File: src/rtl/fxp_result_fifo.sv
// ============================================================================
// Module   : fxp_result_fifo
// Purpose  : FWFT result FIFO with saturation-event counter and sticky overflow
// Revision : 1.0
// ============================================================================
`default_nettype none

module fxp_result_fifo #(
    parameter int DEPTH = 8,
    parameter int SAT_W = 8
) (
    input  logic                       CLK,
    input  logic                       RST,
    input  logic signed [15:0]         res_in,
    input  logic                       res_valid_in,
    input  logic                       clr_in,
    output logic signed [15:0]         out_data,
    output logic                       out_valid,
    input  logic                       out_ready,
    output logic [$clog2(DEPTH):0]     count_out,
    output logic                       full_out,
    output logic                       empty_out,
    output logic                       ovf_out,
    output logic [SAT_W-1:0]           sat_cnt_out
);

    localparam int                   c_PTR_W   = $clog2(DEPTH);
    localparam int                   c_CNT_W   = c_PTR_W + 1;
    localparam logic [c_CNT_W-1:0]   c_DEPTH   = c_CNT_W'(DEPTH);
    localparam logic [c_CNT_W-1:0]   c_CNT_ONE = c_CNT_W'(1);
    localparam logic [c_PTR_W-1:0]   c_PTR_ONE = c_PTR_W'(1);
    localparam logic [SAT_W-1:0]     c_SAT_ONE = SAT_W'(1);
    localparam logic [SAT_W-1:0]     c_SAT_MAX = '1;
    localparam logic [15:0]          c_POS_SAT = 16'h7FFF;
    localparam logic [15:0]          c_NEG_SAT = 16'h8000;

    logic signed [15:0]     r_mem [DEPTH];
    logic [c_PTR_W-1:0]     r_wr_ptr;
    logic [c_PTR_W-1:0]     r_rd_ptr;
    logic [c_CNT_W-1:0]     r_count;
    logic                   r_ovf;
    logic [SAT_W-1:0]       r_sat_cnt;

    logic                   w_full;
    logic                   w_empty;
    logic                   w_pop;
    logic                   w_push;
    logic                   w_drop;
    logic                   w_is_sat;
    logic                   w_clear;

    assign w_full   = (r_count == c_DEPTH);
    assign w_empty  = (r_count == '0);
    assign w_pop    = !w_empty && out_ready;
    // A full FIFO still accepts a word when the head leaves in the same cycle.
    assign w_push   = res_valid_in && (!w_full || w_pop);
    assign w_drop   = res_valid_in && w_full && !w_pop;
    assign w_is_sat = (res_in == c_POS_SAT) || (res_in == c_NEG_SAT);
    assign w_clear  = !RST || clr_in;

    // Storage is deliberately left out of reset; only the pointers define content.
    always_ff @(posedge CLK) begin
        if (!w_clear && w_push) begin
            r_mem[r_wr_ptr] <= res_in;
        end
    end

    always_ff @(posedge CLK) begin
        if (w_clear) begin
            r_wr_ptr <= '0;
            r_rd_ptr <= '0;
            r_count  <= '0;
        end else begin
            if (w_push) begin
                r_wr_ptr <= r_wr_ptr + c_PTR_ONE;
            end
            if (w_pop) begin
                r_rd_ptr <= r_rd_ptr + c_PTR_ONE;
            end
            if (w_push && !w_pop) begin
                r_count <= r_count + c_CNT_ONE;
            end else if (w_pop && !w_push) begin
                r_count <= r_count - c_CNT_ONE;
            end
        end
    end

    always_ff @(posedge CLK) begin
        if (w_clear) begin
            r_ovf     <= 1'b0;
            r_sat_cnt <= '0;
        end else begin
            if (w_drop) begin
                r_ovf <= 1'b1;
            end
            // Counted on every valid result, whether stored or dropped.
            if (res_valid_in && w_is_sat && (r_sat_cnt != c_SAT_MAX)) begin
                r_sat_cnt <= r_sat_cnt + c_SAT_ONE;
            end
        end
    end

    assign out_data    = r_mem[r_rd_ptr];
    assign out_valid   = !w_empty;
    assign count_out   = r_count;
    assign full_out    = w_full;
    assign empty_out   = w_empty;
    assign ovf_out     = r_ovf;
    assign sat_cnt_out = r_sat_cnt;

endmodule

`default_nettype wire

File: config.mk
export PLATFORM = sky130hd
export DESIGN_NAME = fxp_result_fifo
export DESIGN_NICKNAME = d
export VERILOG_FILES = /design/src/rtl/fxp_result_fifo.sv
export SDC_FILE = /design/constraint.sdc
export NUM_CORES = 1
export LEC_CHECK = 0
export CELL_PAD_IN_SITES_DETAIL_PLACEMENT = 1
export CELL_PAD_IN_SITES_GLOBAL_PLACEMENT = 1
export CORE_MARGIN = 3
export CORE_UTILIZATION = 42
export DETAILED_ROUTE_END_ITERATION = 8
export PLACE_DENSITY = 0.8
export RECOVER_POWER = 50
export SETUP_SLACK_MARGIN = 0.15
export SYNTH_ARGS = -nofsm -noshare
export SYNTH_HDL_FRONTEND = slang
export SYNTH_SLANG_ARGS = --single-unit
export TNS_END_PERCENT = 20
File: constraint.sdc
create_clock -name CLK -period 3.6 [get_ports CLK]
set_input_delay 0.54 -clock CLK [delete_from_list [all_inputs] [get_ports CLK]]
set_output_delay 0.54 -clock CLK [all_outputs]
set_load 0.005 [all_outputs]
==> results.md, run 1 <==
* First-pass DRT Iterations at 4
* Post-DR wirelength/cell at around 22 um
* Min-Delay Path Class: reg2reg
* Post-CTS Setup Inserts at 0
* Post-Syn Area at between 0.005 and 0.006 mm^2
* Placed cells at around 540
* VDD IR max at between 300 and 400 uV
* Count leader, synth: edfxtp_1
* Die width at 125 um
* All-Layer GR Usage at between 10% and 20%
* Root buffer cell: clkbuf_16
* Resized cells post-CTS at 0
* Largest net degree at the start of global routing at 33
* Post-synth top cells: edfxtp_1 (128), mux4_2 (32), dfxtp_1 (22), nor2_1 (22), mux2_2 (16)
* Ys async rst share at 0%
* Post-Place Cell Area at between 0.006 and 0.007 mm^2
* Port bufs at 52
* RSZ-0062 raised after global routing: no
* Final Cycle Share at between 80% and 90%
* Largest family of logic cells by synthesized area: multiplexers
* Simple-gate share of the synthesized area at about 5.7%
* H-Tree Depth at 4
* Core Footprint at about 0.014 mm^2
* Post-synthesis mux area share at around 16%
* Via density at ~5.4
* Setup Crit Path Kind: reg2out
* I/O pin total at 53
* Reg2reg start: count_out[0]
* Die height at between 100 and 150 um
* Critical Path Fanout Max at 32
* Clock Skew at approximately 6.0 ps
* First-pass GRT wire length at 20.3 mm
* Total gr overflow at 0
* Remaining DRCs at 0
* Setup TNS at 0 ps
* # diodes at 0
* Max-Cap Viols at 0
* Placer's final routability congestion estimate at approximately 0.75
* Final worst path period need at between 2000 and 3000 ps
* Synth Warn # at 0
* Layout cells sized above 1 at around 25%
* Avg Cell Area, Syn at between 15 and 20 um^2
* Synth Flop Type: edfxtp_1
* Worst-Margin Slew at approximately 1100 ps
* Compound-Gate Fraction of Synth Area at between 2 and 2.5%
* Clock Pin Slew Worst Setup and Hold Paths at ~60 ps
* Synth Register Bits at 150
* Max Slew Vio Count at 0
* Post-Route Utilization at 54.5%
* HP Start: ovf_out
* Crit start category: flip-flop
* Max Freq at between 300 and 400 MHz
* Clk sinks at 150
* Nets at 412
* Relative slew margins at 24.5%
* Yosys top cell area share at 64.8%
* Post-Synth XOR/XNOR Area at 1.48%
* Final hold vios at 0
* Leak at ~2.4 nW
* Worst-Skew Late Latency at between 400 and 500 ps
* Area delta synth->final at 24.2%
* Hpwl dp at between 7 and 8 mm
* Mapped Nets at between 300 and 400
* Starting Density at 43.9%
* Sequential fraction of the synthesis area at between 70% and 80%
* Final setup viols at 0
* Worst Path Required at about 3100 ps
* DRT antenna net count at 0
* CP arrival at about 2400 ps
* CTS tree: done
* DRT iter0 DRCs at about 270
* Cell taking the most area after synthesis: edfxtp_1
* Status: completed
* Worst Setup End Kind: output port
* TritonCTS Buffers at 17
* Register-to-register setup slack at slightly below 800 ps
* Ranking of synthesized cells by area: edfxtp_1 (65%), mux4_2 (12%), dfxtp_1 (7.4%)
* Hold_buf cts at 0
* Power Density at about 550 mW/mm^2
* Num rows at 42
* Non-Filler Instances at 573
* Vias at a little over 3000
* Initial antenna violation count at 0
* Syn Inst Count at between 300 and 400
* Die ar. at between 0.015 and 0.02 mm^2
* Post-synthesis cell type count at 38
* Post-Layout Inst Area at about 0.0074 mm^2
* Post-synth EDFFs at roughly 130
* Adder-cell share of the synthesized area at under 10%
* Final wirelength at about 13 mm
* Vias in the first global route at 3509
* Max clock buf depth at 2
state kept, by name, summed over array words and instances (netlist names), named ones only:
signal and cells:
r_wr_ptr 3, sat_cnt_out 8, r_rd_ptr 3, count_out 4
r_mem 128, ovf_out 1
final cells by class:
type                    count  area, um^2
fillers                  1210        6140
flip-flops and latches    150        4290
multi-input cells         146        1590
repair buffers             64         619
clock buffers              18         429
well taps                 176         220
clock inverters            14         208
inverters                   5        18.8
layer usage:
layer  wire (um)  vias up  part of all wire (%)  GRT usage [%]
met1        5400     1619                    42           22.5
met3         606        9                   4.7           4.67
met5           0        -                     0              0
met4         155        0                   1.2           6.31
met2        6600       81                    52           29.4
li1            -     1408                     -              -
where the power goes:
group | total, W | switching [W] | internal, W
Combinational | 0.000270 | 0.000125 | 0.000145
Clock | 0.00190 | 0.000675 | 0.00122
Sequential | 0.00192 | 0.0000139 | 0.00190
Total | 0.00408 | 0.000814 | 0.00327
critical path: stages (launching register included):
cell and delay, ps:
dfxtp_2 340, buf_12 250, mux4_2 560, mux2_2 290, clkdlybuf4s50_1 460
worst paths after layout:
kind             endpoint  depth (start not counted)
max           out_data[7]                          4
min               ovf_out                          2
max reg2reg  count_out[3]                         10
min reg2reg       ovf_out                          2
through the flow:
| stage | hold slack, ps | worst slack (ps) | total power [W] |
|---|---|---|---|
| 6_report | 497 | 708 | 0.00408 |
| 5_1_grt | 524 | 610 | 0.00423 |
| 4_1_cts | 501 | 663 | 0.00414 |
| 3_5_place_dp | 473 | 615 | 0.00223 |
| 3_3_place_gp | 457 | 713 | 0.00222 |
| 2_1_floorplan | 454 | 707 | 0.00210 |
cell usage in the layout, fill, tap and decap left out, types with 4 or more instances in the layout:
cell | Yosys | routed
edfxtp_1 | 128 | 128
mux4_2 | 32 | 32
dlygate4sd3_1 | 0 | 30
nor2_1 | 22 | 22
clkdlybuf4s50_1 | 0 | 22
dfxtp_1 | 22 | 21
clkbuf_16 | 0 | 17
mux2_2 | 16 | 16
buf_4 | 0 | 10
a21oi_1 | 8 | 8
xor2_1 | 7 | 7
ha_1 | 6 | 6
nand2_1 | 5 | 5
inv_1 | 5 | 5
o21ai_0 | 5 | 5
or3_1 | 5 | 5
bufinv_16 | 0 | 5
nand3_1 | 4 | 4
clkinvlp_4 | 0 | 4
cell families (layout without fill, tap and decap cells):
family / Yosys count / in the layout
AO/OA/AOI/OAI: 19 / 19
XOR/XNOR: 10 / 10
adder cells (fa/ha/maj): 7 / 7
buffers and inverters: 18 / 101
flip-flops: 150 / 150
multiplexers: 51 / 51
AND/OR/NAND/NOR: 59 / 59
Note: power is estimated with default switching activity, not from simulation.
==> run 2: changes to the inputs <==
--- a/config.mk
+++ b/config.mk
@@ -10,7 +10,7 @@
 export CORE_MARGIN = 3
 export CORE_UTILIZATION = 42
 export DETAILED_ROUTE_END_ITERATION = 8
-export PLACE_DENSITY = 0.8
+export PLACE_DENSITY = 0.83
 export RECOVER_POWER = 50
 export SETUP_SLACK_MARGIN = 0.15
 export SYNTH_ARGS = -nofsm -noshare
==> constraint.sdc (replaced) <==
create_clock -name CLK -period 2.4 [get_ports CLK]
set_input_delay 0.36 -clock CLK [delete_from_list [all_inputs] [get_ports CLK]]
set_output_delay 0.36 -clock CLK [all_outputs]
set_load 0.005 [all_outputs]
==> run 2 against run 1 <==
The flow now finishes with violations (negative setup slack). Register-to-register slack worse by 910 ps. Sequential cell count unchanged. Worst hold slack worse by 11 ps. Routed wire length up 19%. Cell count up 11%. Combinational power rose to 2.5 times the previous value. Power up 57%. Die area unchanged. Utilization up 6.1 points. Largest cell class unchanged. Largest power group unchanged. Highest routed layer unchanged.
==> results.md, run 2 (synthesis gave the netlist of run 1 again) <==
* Status: complete, but fails checks
* Failing checks: negative setup slack
* Min-Delay Path Class: reg2reg
* Register-to-register setup slack at -140 ps (-910 ps)
* Power Density at 782 mW/mm^2 (+41%)
* Num rows at 42 (unchanged)
* Sw Pwr at 0.00132 W (+62%)
* Worst Path Required at 2740 ps (-320 ps)
* Max-Cap Viols at 0 (unchanged)
* Port bufs at 52 (unchanged)
* Clock Skew at 7.61 ps (+1.64 ps)
* Root buffer cell: clkbuf_16
* Hpwl dp at 8.87 mm (+19%)
* Final wirelength at 15.1 mm (+19%)
* Post-Place Cell Area at 0.00705 mm^2 (+4.8%)
* H-Tree Depth at 4 (unchanged)
* CP arrival at 2880 ps (+530 ps)
* Largest net degree at the start of global routing at 33 (unchanged)
* First-pass DRT Iterations at 4 (unchanged)
* Final hold vios at 0 (unchanged)
* All-Layer GR Usage at 19.5% (+1.9 points)
* Post-Layout Inst Area at 0.00819 mm^2 (+11%)
* Worst R2R End: count_out[3]
* Non-Filler Instances at 634 (+11%)
* Commonest non-fill, non-tap cell in the layout: edfxtp_1
* TritonCTS Buffers at 17 (unchanged)
* Reg2Reg Depth at 10 (unchanged)
* RSZ-0062 raised after global routing: yes
* Final Cycle Share at 106%
* Setup WS post-layout at -139 ps (-847 ps)
* Comb pwr share at 10.7% (+4.1 points)
* Die ar. at 0.0156 mm^2 (unchanged)
* Remaining DRCs at 0 (unchanged)
* Setup Crit Path Kind: reg2reg
* Final worst path period need at 2540 ps
* Setup TNS at -326 ps (-326 ps)
* Fillers at 1204 (-0.50%)
* Total gr overflow at 0 (unchanged)
* Nets at 472 (+15%)
* Die width at 125 um (unchanged)
* Crit start category: flip-flop
* Die height at 125 um (unchanged)
* Starting Density at 43.9% (unchanged)
* Vias at 3477 (+12%)
* Max Freq at approximately 390 MHz
* DRT iter0 DRCs at 242 (-11%)
* Most flops, register: r_mem
* Initial antenna violation count at 1 (+1)
* Worst-Skew Late Latency at 420 ps (about the same)
* Leak at 2.82 nW (+16%)
* Worst-Margin Slew at 527 ps (-606 ps)
* Internal power at 0.00509 W (+56%)
* Vias in the first global route at 3838 (+9.4%)
* Core Footprint at 0.0135 mm^2 (unchanged)
* Placed cells at 573 (+5.9%)
* Most frequent cells in the layout: edfxtp_1 (128), buf_6 (33), mux4_2 (32)
* Worst Setup End Kind: flip-flop
* Post-DR wirelength/cell at 23.9 um (+7.2%)
* Relative slew margins at 64.9% (+40 points)
* Max Slew Vio Count at 0 (unchanged)
* Critical Path Fanout Max at 4 (-88%)
* Switching portion of total power at 20.5% (+0.60 points)
* I/O pin total at 53 (unchanged)
* Area delta synth->final at 38.1%
* Flop pwr share at 44.9% (-2.0 points)
* Reg2reg start: count_out[0]
* Hold_buf cts at 0 (unchanged)
* DRT antenna net count at 0 (unchanged)
* Clk sinks at 150 (unchanged)
* Setup WS pre-CTS at -135 ps (-751 ps)
* Critical Path Sink: count_out[3]
* CP startpoint: count_out[0]
* Max clock buf depth at 2 (unchanged)
* Placer's final routability congestion estimate at 0.728 (-2.9%)
* VDD IR max at 520 uV (+59%)
* First-pass GRT wire length at 22.6 mm (+11%)
* Layout cells sized above 1 at 40.3% (+16 points)
* Via density at 5.48 (+0.82%)
* CTS tree: done
* Final setup viols at 11 (+11)
* Max reg flops at 128 (unchanged)
* Clk pwr share at 44.5% (-2.0 points)
* Clock Pin Slew Worst Setup and Hold Paths at 60 ps (about the same)
* HP Start: ovf_out
==> run 2: cell count changes in the layout (fill, tap and decap cells not counted), moves of 4 or more <==
cell / change
buf_12: +8
buf_16: +4
buf_4: +20
buf_6: +33
clkbuf_1: +10
clkdlybuf4s50_1: -5
dfxtp_1: -4
dlygate4sd3_1: -14
mux2_2: -15
mux2_4: +15
nor2_1: -5
nor2_2: +5
==> run 2: how the worst min path moves through the flow <==
stage | to | slack (ps) | depth (start not counted)
final | ovf_out | 490 | 2
after global routing | r_rd_ptr[1] | 540 | 2
after CTS | ovf_out | 490 | 2
after detailed placement | ovf_out | 470 | 2
after global placement | ovf_out | 460 | 2
after floorplan | flip-flop | 450 | 2
==> run 2: what timing repair did <==
action	CTS	global route
resized for setup	112	29
endpoints found under the hold margin	0	0
buffers inserted	15	9
pin swaps	11	14
endpoints found under the setup margin	21	83
gates cloned	4	0
==> run 2: cell type report <==
type                    count  area, um^2  area share (%)
diodes                      1        2.50          0.0305
clock buffers              18         429            5.24
clock inverters            14         208            2.53
inverters                   5        21.3           0.260
multi-input cells         146        1730            21.1
flip-flops and latches    150        4290            52.4
well taps                 176         220            2.69
repair buffers            124        1290            15.7
==> run 2: per-layer routing <==
layer  up-vias  GRT usage, %  routed length, um
met2       115          33.6               8140
met5         -             0                  0
met3        18          4.63                804
li1       1533             -                  -
met4         0          6.82                222
met1      1811          24.2               5980
==> run 2: metrics by stage <==
stage	power, W	util, %	hold slack, ps
after floorplan	0.00315	-	454
after global placement	0.00340	52.2	458
after detailed placement	0.00344	52.2	470
after CTS	0.00641	59.8	486
after global routing	0.00664	60.7	536
final	0.00641	60.7	486
==> run 2: power groups by stage <==
stage	sequential, W	clock [W]	combinational (W)
2_1_floorplan	0.00292	0	0.000229
3_3_place_gp	0.00292	0	0.000483
3_5_place_dp	0.00293	0	0.000508
4_1_cts	0.00287	0.00289	0.000639
5_1_grt	0.00288	0.00302	0.000735
6_report	0.00288	0.00285	0.000683
==> run 2: critical path, stage by stage (launching register included) <==
cell	delay, ps
dfxtp_2	340
or4b_4	520
o21a_1	230
ha_4	190
inv_4	60
ha_4	190
a21o_1	160
a21oi_2	120
xnor2_1	90
or3_1	400
a21oi_2	150
